===== src/rtl/alu_arbiter_if.sv =====
// Requester, ALU-side and response signals shared between alu_arbiter and its environment.
interface alu_arbiter_if;
  localparam int unsigned INSTR_W = 5;
  localparam int unsigned DATA_W  = 32;
  localparam int unsigned FLAGS_W = 5;

  logic               r0_valid;
  logic               r0_ready;
  logic [INSTR_W-1:0] r0_instr;
  logic [DATA_W-1:0]  r0_dat1;
  logic [DATA_W-1:0]  r0_dat2;
  logic               r1_valid;
  logic               r1_ready;
  logic [INSTR_W-1:0] r1_instr;
  logic [DATA_W-1:0]  r1_dat1;
  logic [DATA_W-1:0]  r1_dat2;

  logic               alu_dat_ready;
  logic [INSTR_W-1:0] alu_instr;
  logic [DATA_W-1:0]  alu_dat1;
  logic [DATA_W-1:0]  alu_dat2;
  logic               alu_ready;
  logic [DATA_W-1:0]  alu_out;
  logic               alu_overflow;
  logic               alu_con_met;
  logic               alu_zero;
  logic               alu_err;

  logic               rsp_valid;
  logic               rsp_ready;
  logic               rsp_id;
  logic [DATA_W-1:0]  rsp_out;
  logic [FLAGS_W-1:0] rsp_flags;
  logic               busy;

  modport slave (
    input  r0_valid, r0_instr, r0_dat1, r0_dat2,
           r1_valid, r1_instr, r1_dat1, r1_dat2,
           alu_ready, alu_out, alu_overflow, alu_con_met, alu_zero, alu_err,
           rsp_ready,
    output r0_ready, r1_ready,
           alu_dat_ready, alu_instr, alu_dat1, alu_dat2,
           rsp_valid, rsp_id, rsp_out, rsp_flags, busy
  );

  modport master (
    output r0_valid, r0_instr, r0_dat1, r0_dat2,
           r1_valid, r1_instr, r1_dat1, r1_dat2,
           alu_ready, alu_out, alu_overflow, alu_con_met, alu_zero, alu_err,
           rsp_ready,
    input  r0_ready, r1_ready,
           alu_dat_ready, alu_instr, alu_dat1, alu_dat2,
           rsp_valid, rsp_id, rsp_out, rsp_flags, busy
  );
endinterface


===== src/rtl/alu_arbiter.sv =====
// Round-robin sharing of one ALU between two requesters, with timeout and a
// single tagged valid/ready response channel.
module alu_arbiter #(
  parameter int unsigned TIMEOUT_CYCLES = 15
) (
  input  logic          soc_clk,
  input  logic          reset,
  alu_arbiter_if.slave  io_bus
);
  localparam int unsigned INSTR_W = 5;
  localparam int unsigned DATA_W  = 32;
  localparam int unsigned FLAGS_W = 5;
  localparam int unsigned CNT_W   = 8;
  localparam int unsigned CNT_W1  = CNT_W + 1;
  localparam logic [FLAGS_W-1:0] FLAGS_ERR = 5'b01000;
  localparam logic [FLAGS_W-1:0] FLAGS_TMO = 5'b10000;

  typedef enum logic [1:0] {
    ST_IDLE = 2'd0,
    ST_BUSY = 2'd1,
    ST_RESP = 2'd2,
    ST_GAP  = 2'd3
  } state_e;

  state_e             r_state;
  state_e             w_state_n;
  logic               r_last;
  logic               r_id;
  logic [CNT_W-1:0]   r_cnt;
  logic [INSTR_W-1:0] r_instr;
  logic [DATA_W-1:0]  r_dat1;
  logic [DATA_W-1:0]  r_dat2;
  logic [DATA_W-1:0]  r_rsp_out;
  logic [FLAGS_W-1:0] r_rsp_flags;
  logic               r_dat_ready;
  logic               r_rsp_valid;
  logic               r_busy;

  logic               w_grant_vld;
  logic               w_grant_id;
  logic [INSTR_W-1:0] w_req_instr;
  logic [DATA_W-1:0]  w_req_dat1;
  logic [DATA_W-1:0]  w_req_dat2;
  logic               w_alu_done;
  logic               w_timeout;
  logic               w_cnt_hit;

  assign w_cnt_hit = ({1'b0, r_cnt} + {{CNT_W{1'b0}}, 1'b1}) == CNT_W1'(TIMEOUT_CYCLES);

  // Grant selection and next-state; a tie goes to the requester not granted last
  always_comb begin
    w_state_n   = r_state;
    w_grant_vld = 1'b0;
    w_grant_id  = 1'b0;
    w_alu_done  = 1'b0;
    w_timeout   = 1'b0;
    w_req_instr = io_bus.r0_instr;
    w_req_dat1  = io_bus.r0_dat1;
    w_req_dat2  = io_bus.r0_dat2;

    case (r_state)
      ST_IDLE: begin
        if (io_bus.r0_valid && io_bus.r1_valid) begin
          w_grant_vld = 1'b1;
          w_grant_id  = ~r_last;
        end else if (io_bus.r0_valid) begin
          w_grant_vld = 1'b1;
        end else if (io_bus.r1_valid) begin
          w_grant_vld = 1'b1;
          w_grant_id  = 1'b1;
        end
        if (w_grant_id) begin
          w_req_instr = io_bus.r1_instr;
          w_req_dat1  = io_bus.r1_dat1;
          w_req_dat2  = io_bus.r1_dat2;
        end
        if (w_grant_vld) begin
          w_state_n = w_req_instr[INSTR_W-1] ? ST_RESP : ST_BUSY;
        end
      end
      ST_BUSY: begin
        if (io_bus.alu_ready) begin
          w_alu_done = 1'b1;
          w_state_n  = ST_RESP;
        end else if (w_cnt_hit) begin
          w_timeout = 1'b1;
          w_state_n = ST_RESP;
        end
      end
      ST_RESP: begin
        if (io_bus.rsp_ready) w_state_n = ST_GAP;
      end
      ST_GAP:  w_state_n = ST_IDLE;
      default: w_state_n = ST_IDLE;
    endcase
  end

  always_ff @(posedge soc_clk or negedge reset) begin
    if (!reset) r_state <= ST_IDLE;
    else        r_state <= w_state_n;
  end

  // Operand latch, timeout counter and response capture
  always_ff @(posedge soc_clk or negedge reset) begin
    if (!reset) begin
      r_last      <= 1'b1;
      r_id        <= 1'b0;
      r_cnt       <= '0;
      r_instr     <= '0;
      r_dat1      <= '0;
      r_dat2      <= '0;
      r_rsp_out   <= '0;
      r_rsp_flags <= '0;
      r_dat_ready <= 1'b0;
      r_rsp_valid <= 1'b0;
      r_busy      <= 1'b0;
    end else begin
      r_dat_ready <= (w_state_n == ST_BUSY);
      r_rsp_valid <= (w_state_n == ST_RESP);
      r_busy      <= (w_state_n != ST_IDLE);

      if (w_grant_vld) begin
        r_instr <= w_req_instr;
        r_dat1  <= w_req_dat1;
        r_dat2  <= w_req_dat2;
        r_id    <= w_grant_id;
        r_last  <= w_grant_id;
        r_cnt   <= '0;
        if (w_req_instr[INSTR_W-1]) begin
          r_rsp_out   <= '0;
          r_rsp_flags <= FLAGS_ERR;
        end
      end

      if (r_state == ST_BUSY && !w_alu_done && !w_timeout) begin
        r_cnt <= r_cnt + CNT_W'(1);
      end

      if (w_alu_done) begin
        r_rsp_out   <= io_bus.alu_out;
        r_rsp_flags <= {1'b0, io_bus.alu_err, io_bus.alu_zero,
                        io_bus.alu_con_met, io_bus.alu_overflow};
      end else if (w_timeout) begin
        r_rsp_out   <= '0;
        r_rsp_flags <= FLAGS_TMO;
      end
    end
  end

  assign io_bus.r0_ready      = w_grant_vld & ~w_grant_id;
  assign io_bus.r1_ready      = w_grant_vld &  w_grant_id;
  assign io_bus.alu_dat_ready = r_dat_ready;
  assign io_bus.alu_instr     = r_instr;
  assign io_bus.alu_dat1      = r_dat1;
  assign io_bus.alu_dat2      = r_dat2;
  assign io_bus.rsp_valid     = r_rsp_valid;
  assign io_bus.rsp_id        = r_id;
  assign io_bus.rsp_out       = r_rsp_out;
  assign io_bus.rsp_flags     = r_rsp_flags;
  assign io_bus.busy          = r_busy;
endmodule


===== src/flat_wrapper.sv =====
// flat-port wrapper written by rule: the top's interface ports become plain ports
module alu_arbiter_flat 
#(
  parameter int unsigned TIMEOUT_CYCLES = 15
)
  (soc_clk, reset, io_bus_r0_valid, io_bus_r0_instr, io_bus_r0_dat1, io_bus_r0_dat2, io_bus_r1_valid, io_bus_r1_instr, io_bus_r1_dat1, io_bus_r1_dat2, io_bus_alu_ready, io_bus_alu_out, io_bus_alu_overflow, io_bus_alu_con_met, io_bus_alu_zero, io_bus_alu_err, io_bus_rsp_ready, io_bus_r0_ready, io_bus_r1_ready, io_bus_alu_dat_ready, io_bus_alu_instr, io_bus_alu_dat1, io_bus_alu_dat2, io_bus_rsp_valid, io_bus_rsp_id, io_bus_rsp_out, io_bus_rsp_flags, io_bus_busy);
  alu_arbiter_if io_bus_i ();
  input  logic soc_clk;
  input  logic reset;
  input wire logic [$bits(io_bus_i.r0_valid)-1:0] io_bus_r0_valid;
  input wire logic [$bits(io_bus_i.r0_instr)-1:0] io_bus_r0_instr;
  input wire logic [$bits(io_bus_i.r0_dat1)-1:0] io_bus_r0_dat1;
  input wire logic [$bits(io_bus_i.r0_dat2)-1:0] io_bus_r0_dat2;
  input wire logic [$bits(io_bus_i.r1_valid)-1:0] io_bus_r1_valid;
  input wire logic [$bits(io_bus_i.r1_instr)-1:0] io_bus_r1_instr;
  input wire logic [$bits(io_bus_i.r1_dat1)-1:0] io_bus_r1_dat1;
  input wire logic [$bits(io_bus_i.r1_dat2)-1:0] io_bus_r1_dat2;
  input wire logic [$bits(io_bus_i.alu_ready)-1:0] io_bus_alu_ready;
  input wire logic [$bits(io_bus_i.alu_out)-1:0] io_bus_alu_out;
  input wire logic [$bits(io_bus_i.alu_overflow)-1:0] io_bus_alu_overflow;
  input wire logic [$bits(io_bus_i.alu_con_met)-1:0] io_bus_alu_con_met;
  input wire logic [$bits(io_bus_i.alu_zero)-1:0] io_bus_alu_zero;
  input wire logic [$bits(io_bus_i.alu_err)-1:0] io_bus_alu_err;
  input wire logic [$bits(io_bus_i.rsp_ready)-1:0] io_bus_rsp_ready;
  output wire logic [$bits(io_bus_i.r0_ready)-1:0] io_bus_r0_ready;
  output wire logic [$bits(io_bus_i.r1_ready)-1:0] io_bus_r1_ready;
  output wire logic [$bits(io_bus_i.alu_dat_ready)-1:0] io_bus_alu_dat_ready;
  output wire logic [$bits(io_bus_i.alu_instr)-1:0] io_bus_alu_instr;
  output wire logic [$bits(io_bus_i.alu_dat1)-1:0] io_bus_alu_dat1;
  output wire logic [$bits(io_bus_i.alu_dat2)-1:0] io_bus_alu_dat2;
  output wire logic [$bits(io_bus_i.rsp_valid)-1:0] io_bus_rsp_valid;
  output wire logic [$bits(io_bus_i.rsp_id)-1:0] io_bus_rsp_id;
  output wire logic [$bits(io_bus_i.rsp_out)-1:0] io_bus_rsp_out;
  output wire logic [$bits(io_bus_i.rsp_flags)-1:0] io_bus_rsp_flags;
  output wire logic [$bits(io_bus_i.busy)-1:0] io_bus_busy;
  assign io_bus_i.r0_valid = io_bus_r0_valid;
  assign io_bus_i.r0_instr = io_bus_r0_instr;
  assign io_bus_i.r0_dat1 = io_bus_r0_dat1;
  assign io_bus_i.r0_dat2 = io_bus_r0_dat2;
  assign io_bus_i.r1_valid = io_bus_r1_valid;
  assign io_bus_i.r1_instr = io_bus_r1_instr;
  assign io_bus_i.r1_dat1 = io_bus_r1_dat1;
  assign io_bus_i.r1_dat2 = io_bus_r1_dat2;
  assign io_bus_i.alu_ready = io_bus_alu_ready;
  assign io_bus_i.alu_out = io_bus_alu_out;
  assign io_bus_i.alu_overflow = io_bus_alu_overflow;
  assign io_bus_i.alu_con_met = io_bus_alu_con_met;
  assign io_bus_i.alu_zero = io_bus_alu_zero;
  assign io_bus_i.alu_err = io_bus_alu_err;
  assign io_bus_i.rsp_ready = io_bus_rsp_ready;
  assign io_bus_r0_ready = io_bus_i.r0_ready;
  assign io_bus_r1_ready = io_bus_i.r1_ready;
  assign io_bus_alu_dat_ready = io_bus_i.alu_dat_ready;
  assign io_bus_alu_instr = io_bus_i.alu_instr;
  assign io_bus_alu_dat1 = io_bus_i.alu_dat1;
  assign io_bus_alu_dat2 = io_bus_i.alu_dat2;
  assign io_bus_rsp_valid = io_bus_i.rsp_valid;
  assign io_bus_rsp_id = io_bus_i.rsp_id;
  assign io_bus_rsp_out = io_bus_i.rsp_out;
  assign io_bus_rsp_flags = io_bus_i.rsp_flags;
  assign io_bus_busy = io_bus_i.busy;
  alu_arbiter #(.TIMEOUT_CYCLES(TIMEOUT_CYCLES)) u_core (.soc_clk(soc_clk), .reset(reset), .io_bus(io_bus_i));
endmodule

===== config.mk =====
export PLATFORM = sky130hd
export DESIGN_NAME = alu_arbiter_flat
export DESIGN_NICKNAME = d
export VERILOG_FILES = /design/src/rtl/alu_arbiter_if.sv /design/src/rtl/alu_arbiter.sv /design/src/flat_wrapper.sv
export SDC_FILE = /design/constraint.sdc
export NUM_CORES = 1
export LEC_CHECK = 0
export ABC_AREA = 1
export BUFFER_PORTS_ARGS = -buffer_cell sky130_fd_sc_hd__buf_4
export CELL_PAD_IN_SITES_DETAIL_PLACEMENT = 1
export CELL_PAD_IN_SITES_GLOBAL_PLACEMENT = 1
export CORE_MARGIN = 2
export CORE_UTILIZATION = 28
export CTS_CLUSTER_SIZE = 8
export DETAILED_ROUTE_END_ITERATION = 16
export PLACE_DENSITY_LB_ADDON = 0.1
export SYNTH_ARGS = -nofsm -noshare
export SYNTH_HDL_FRONTEND = slang
export SYNTH_SLANG_ARGS = --single-unit

===== constraint.sdc =====
create_clock -name soc_clk -period 1.6 [get_ports soc_clk]
set_input_delay 0.32 -clock soc_clk [delete_from_list [all_inputs] [get_ports soc_clk]]
set_output_delay 0.32 -clock soc_clk [all_outputs]
set_load 0.05 [all_outputs]

Word-level counts from Yosys, hierarchy flattened:

Index checks and enable logic that the tools add are counted.

* add/subtract/negate cells: 2
* eq/ne operators: 6
* muxes and demuxes: 37
* bitwise gates (word level): 4
* reduce and logical (&&, ||, !) cells: 11

Operator list (number)
* $mux W32: 8
* $mux W5: 7
* $mux W8: 2
* $mux W1: 14
* $mux W2: 5
* $add A8 B1 Y9 const B: 1
* $eq A9 B4 Y1 const B: 1
* $add A8 B1 Y8 const B: 1
* $pmux W2 S4: 1
* $eq A2 B2 Y1 const B: 3
* $reduce_bool A3 Y1: 2
* $eq A2 B1 Y1 const B: 2
* $reduce_bool A2 Y1: 2
* $logic_and A1 B1 Y1: 3
* $and A1 B1 Y1: 2
* $logic_not A1 Y1: 2
* $logic_not A2 Y1: 1
* $not A1 Y1: 2
* $reduce_and A2 Y1: 1

* bits in registers: 121
* input port bits: 180
* output and inout port bits: 112
* logic and storage cells: 72

Logic depth before layout (Yosys ltp):

* depth after elaboration: 11
* mapped depth: 12
* gate-level depth less buffers: 12

Worst setup path before layout:

OpenSTA, ideal clock, no wires.

* path type: register to output
* from: register u_core.r_state[1]
* to: output port io_bus_r0_ready
* data arrival time: 1.533 ns
* required time: 1.280 ns
* path slack: -0.253 ns
* stages on the path, launching flop included: 5
* buffers on the path: 1
* cells stage by stage: dfrtp_1 -> nor2_1 -> o21ai_2 -> clkbuf_1 -> nor2_1

* longest elaborated chain between the ends: 4
* elaborated cells between the ends (all ways): 5
* classes of those cells: mux: 2; bitwise: 2; reduce/logical: 1

Ends and longest elaborated chain
* start, declared: RTL line alu_arbiter.sv:25 `state_e r_state;`
* start signal, assigned: RTL line alu_arbiter.sv:100 `else r_state <= w_state_n;`
* $logic_not A2 Y1 *: RTL line alu_arbiter.sv:61 `case (r_state)`
* $mux W1: RTL line alu_arbiter.sv:61
* $not A1 Y1: RTL line alu_arbiter.sv:150 `assign io_bus.r0_ready = w_grant_vld & ~w_grant_id;`
* $and A1 B1 Y1 *: RTL line alu_arbiter.sv:150
* end, declared: RTL line flat_wrapper.sv:25 `output wire logic [$bits(io_bus_i.r0_ready)-1:0] io_bus_r0_ready;`

Mark *: on every way between the ends. The rest lies on a longest branch, timed or not.

Worst setup path in the final report:

* from: register u_core.r_cnt[0]
* to: register u_core.r_rsp_flags[2], in the netlist u_core.io_bus.rsp_flags[2]

* longest elaborated chain between the ends: 7
* elaborated cells between the ends (all ways): 10
* classes of those cells: add/sub: 1; eq/ne: 1; mux: 5; reduce/logical: 3

Ends and longest elaborated chain
* start, declared: RTL line alu_arbiter.sv:29 `logic [CNT_W-1:0] r_cnt;`
* start signal, assigned: RTL line alu_arbiter.sv:136 `r_cnt <= r_cnt + CNT_W'(1);`
* $add A8 B1 Y9 *: RTL line alu_arbiter.sv:48 `assign w_cnt_hit = ({1'b0, r_cnt} + {{CNT_W{1'b0}}, 1'b1}) == CNT_W1'(TIMEOUT_CYCLES);`
* $eq A9 B4 Y1 *: RTL line alu_arbiter.sv:48
* $mux W1 *: RTL line alu_arbiter.sv:85 `end else if (w_cnt_hit) begin`
* $mux W1 *: RTL line alu_arbiter.sv:82 `if (io_bus.alu_ready) begin`
* $mux W1 *: RTL line alu_arbiter.sv:61
* $reduce_bool A3 Y1 (no line) or $mux W5 (tied branches)
* $reduce_and A2 Y1 (no line) or $mux W5 (tied branches)
* end signal, assigned: RTL line alu_arbiter.sv:141 `r_rsp_flags <= {1'b0, io_bus.alu_err, io_bus.alu_zero,`
* end, declared: RTL line alu_arbiter.sv:34 `logic [FLAGS_W-1:0] r_rsp_flags;`

Marks and branches as above.
A chain may end at the register's enable or synchronous reset.

==> impl_metrics.json <==
{
  "setup_viol_count_final": 51,
  "yosys_warnings": 0,
  "p_leak_nw": 4.71,
  "overflow": 0,
  "path_max_fanout": 24,
  "vias": 5890,
  "worst_pin_slew_ns": 0.411,
  "skew_ns": 0.00803,
  "coreArea_um2": 19300,
  "synthCells": 658,
  "grt_pass1_vias": 6361,
  "finalSetupTns_ns": -4.54,
  "chipWidth_um": 144,
  "rows": 51,
  "dp_cells": 1210,
  "synth_edf_count": 0,
  "cp.buffers_inverters": 1,
  "finalWeightedCongestion": 0.789,
  "cts_buffers": 17,
  "power.total_mw": 21.3,
  "ff2ff_setup_slack_ns": -0.13,
  "drtIter0Drc": 176,
  "crit_start": "u_core.r_cnt[0]",
  "drive_gt1_share_pct": 46.1,
  "via_per_inst": 4.66,
  "grt_max_degree": 71,
  "worstSetupEndpointType": "register",
  "worst_slack_ns": -0.133,
  "p_per_area_nw_per_um2": 2270,
  "die_y_um": 144,
  "synth-seq-cells": 121,
  "cp_cell_sequence": "ha_4, nand2_4, nand2_4, nor2_4, nand3_2, nor2_4, nand3_4, buf_12, nand3_1, nand2_1",
  "wl_per_cell_um": 17.8,
  "cts.path.max_buffers": 2,
  "area.growth.synth_to_final_pct": 71.6,
  "synth.top_cells.by_area": "dfrtp_1, nand2_1, o21ai_0",
  "antenna_found_initial": 0,
  "path_clk_slew_ns": 0.06,
  "synthesis.area_um2": 5470,
  "peakVddDrop_mv": 0.943,
  "route.detailed.drc": 0,
  "grt_pass1_wl_mm": 33.1,
  "crit_family": "simple AND/OR/NAND/NOR gates",
  "grt_setup_unrepaired": "true",
  "cts_num_sinks": 121,
  "period_needed_ns": 1.73,
  "syn_nets": 840,
  "hold_violations": 0,
  "fmax_ghz": 0.577,
  "slew_violations": 0,
  "finalCritPeriodShare_pct": 108,
  "cap_violations": 0,
  "cts-root-buf": "clkbuf_16",
  "cp_slowest_cell": "dfrtp_2",
  "diodes": 0,
  "async_flop_share_pct": 100,
  "portBuffers": 291,
  "path_depth": 10,
  "die_area_um2": 20700,
  "dpl.hpwl_mm": 15.6,
  "drtPass1Iterations": 4,
  "hold_class": "in2reg",
  "slowest_delay_ns": 0.44,
  "synth_common_cells": "nand2_1, o21ai_0, dfrtp_1",
  "grt_usage_pct": 20.8,
  "htreeDepth": 4,
  "netlist-cell-type-count": 22,
  "crit_path_start_kind": "register",
  "wirelength_mm": 22.5,
  "final_antenna_net_count": 0,
  "io_pins": 292,
  "cp.required_ns": 1.90,
  "r2r-start": "u_core.r_cnt[0]",
  "avgSynthCellArea_um2": 8.32,
  "clock_latency_ns": 0.42,
  "slew_headroom_pct": 72.6,
  "yosysTopAreaCell": "dfrtp_1",
  "cts_tree": "yes",
  "yosysSeqAreaShare_pct": 55.4,
  "crit_end": "u_core.io_bus.rsp_flags[2]",
  "synth_top_cell_area_share_pct": 54.9,
  "critPathKind": "reg2reg",
  "nets": 1168,
  "arrival_ns": 2.03,
  "synthFlopType": "dfrtp_1",
  "hp-start": "io_bus_alu_out[4]",
  "start_util_pct": 28.3,
  "status": "complete, but fails checks",
  "final_cells": 1264,
  "rr_worst_depth": 10,
  "synth.most_common_cell": "nand2_1",
  "fillCellCount": 2279,
  "violations": "setup timing",
  "reg2reg_to": "u_core.io_bus.rsp_flags[2]"
}
-- cell type report --
class                           count  area, um2  area share (%)
Tap cell                          265        332            3.53
Multi-Input combinational cell    476       2460            26.2
Clock buffer                       18        429            4.57
Timing Repair Buffer              350       2870            30.6
Sequential cell                   121       3030            32.3
Clock inverter                     14        174            1.85
Inverter                           20       82.6           0.880
-- routing by layer --
metal,wire [um],up-vias,global-route usage [%]
li1,-,2805,-
met4,400,0,6.50
met5,0,-,0
met1,8720,2869,23.2
met2,11700,187,36.4
met3,1680,29,8.00
-- sequential cells by signal, summed over array words and instances (netlist names), 2 cells and up --
| signal | cells |
|---|---|
| u_core.io_bus.rsp_out | 32 |
| u_core.io_bus.alu_instr | 5 |
| u_core.io_bus.alu_dat2 | 32 |
| u_core.r_cnt | 8 |
| u_core.io_bus.alu_dat1 | 32 |
| u_core.r_state | 2 |
| u_core.io_bus.rsp_flags | 5 |
-- stage by stage --
stage | hold WS, ns | worst slack, ns | instance area [um2] | utilization [%]
6_report | 0.103 | -0.133 | 9390 | 48.5
5_1_grt | 0.0952 | -0.214 | 9390 | 48.5
4_1_cts | 0.0865 | -0.137 | 9160 | 47.4
3_5_place_dp | 0.272 | -0.220 | 8210 | 42.5
3_3_place_gp | 0.273 | -0.126 | 8210 | 42.5
2_1_floorplan | 0.0244 | -0.0474 | 5490 | -
-- cell families after synthesis --
| group | after synthesis | synth area share (%) |
|---|---|---|
| buf+inv | 61 | 4.87 |
| simple gates | 329 | 25.7 |
| fa+ha+maj | 2 | 0.457 |
| compound gates | 145 | 13.6 |
| flops | 121 | 55.4 |
-- report_power, final --
| group | switching, mW | internal (mW) | total, mW |
|---|---|---|---|
| clock | 1.48 | 2.46 | 3.94 |
| combinational | 8.29 | 3.76 | 12.1 |
| sequential | 0.843 | 4.47 | 5.31 |
-- how the worst min path moves through the flow --
stage | cells after the start | slack (ns) | to
floorplan | 0 | 0.02 | u_core.io_bus.alu_dat1[0]
global route | 3 | 0.1 | u_core.io_bus.rsp_out[4]
finish | 3 | 0.10 | u_core.io_bus.rsp_out[4]
CTS | 3 | 0.09 | u_core.io_bus.rsp_out[4]
global placement | 1 | 0.27 | u_core.io_bus.alu_dat2[27]
detailed placement | 1 | 0.27 | u_core.io_bus.alu_dat2[27]
-- cell usage in the layout (no fill, tap or decap), drive strengths merged --
cell type,Yosys,layout
nand4,1,1
o21bai,1,1
buf,10,346
nand3b,3,3
dlygate4sd3,0,1
clkinvlp,0,1
nand3,56,56
clkinv,0,8
ha,2,2
clkbuf,31,21
bufinv,0,3
dfrtp,120,120
inv,20,22
dfstp,1,1
a21boi,1,1
nand2,179,179
nor2,90,90
o21ai,143,143
-- repair_timing --
action	CTS	global route
gates cloned	0	4
hold endpoints to repair	20	0
setup buffers	15	2
pin swaps	11	11
setup endpoints to repair	51	118
resized for setup	55	45
hold buffers	1	0
-- tightest hold or removal path: cells and delay by family --
family | cells | cell delay, ns
simple gates | 2 | 0.09
buf+inv | 1 | 0.08
(Power assumes the default switching activity.)
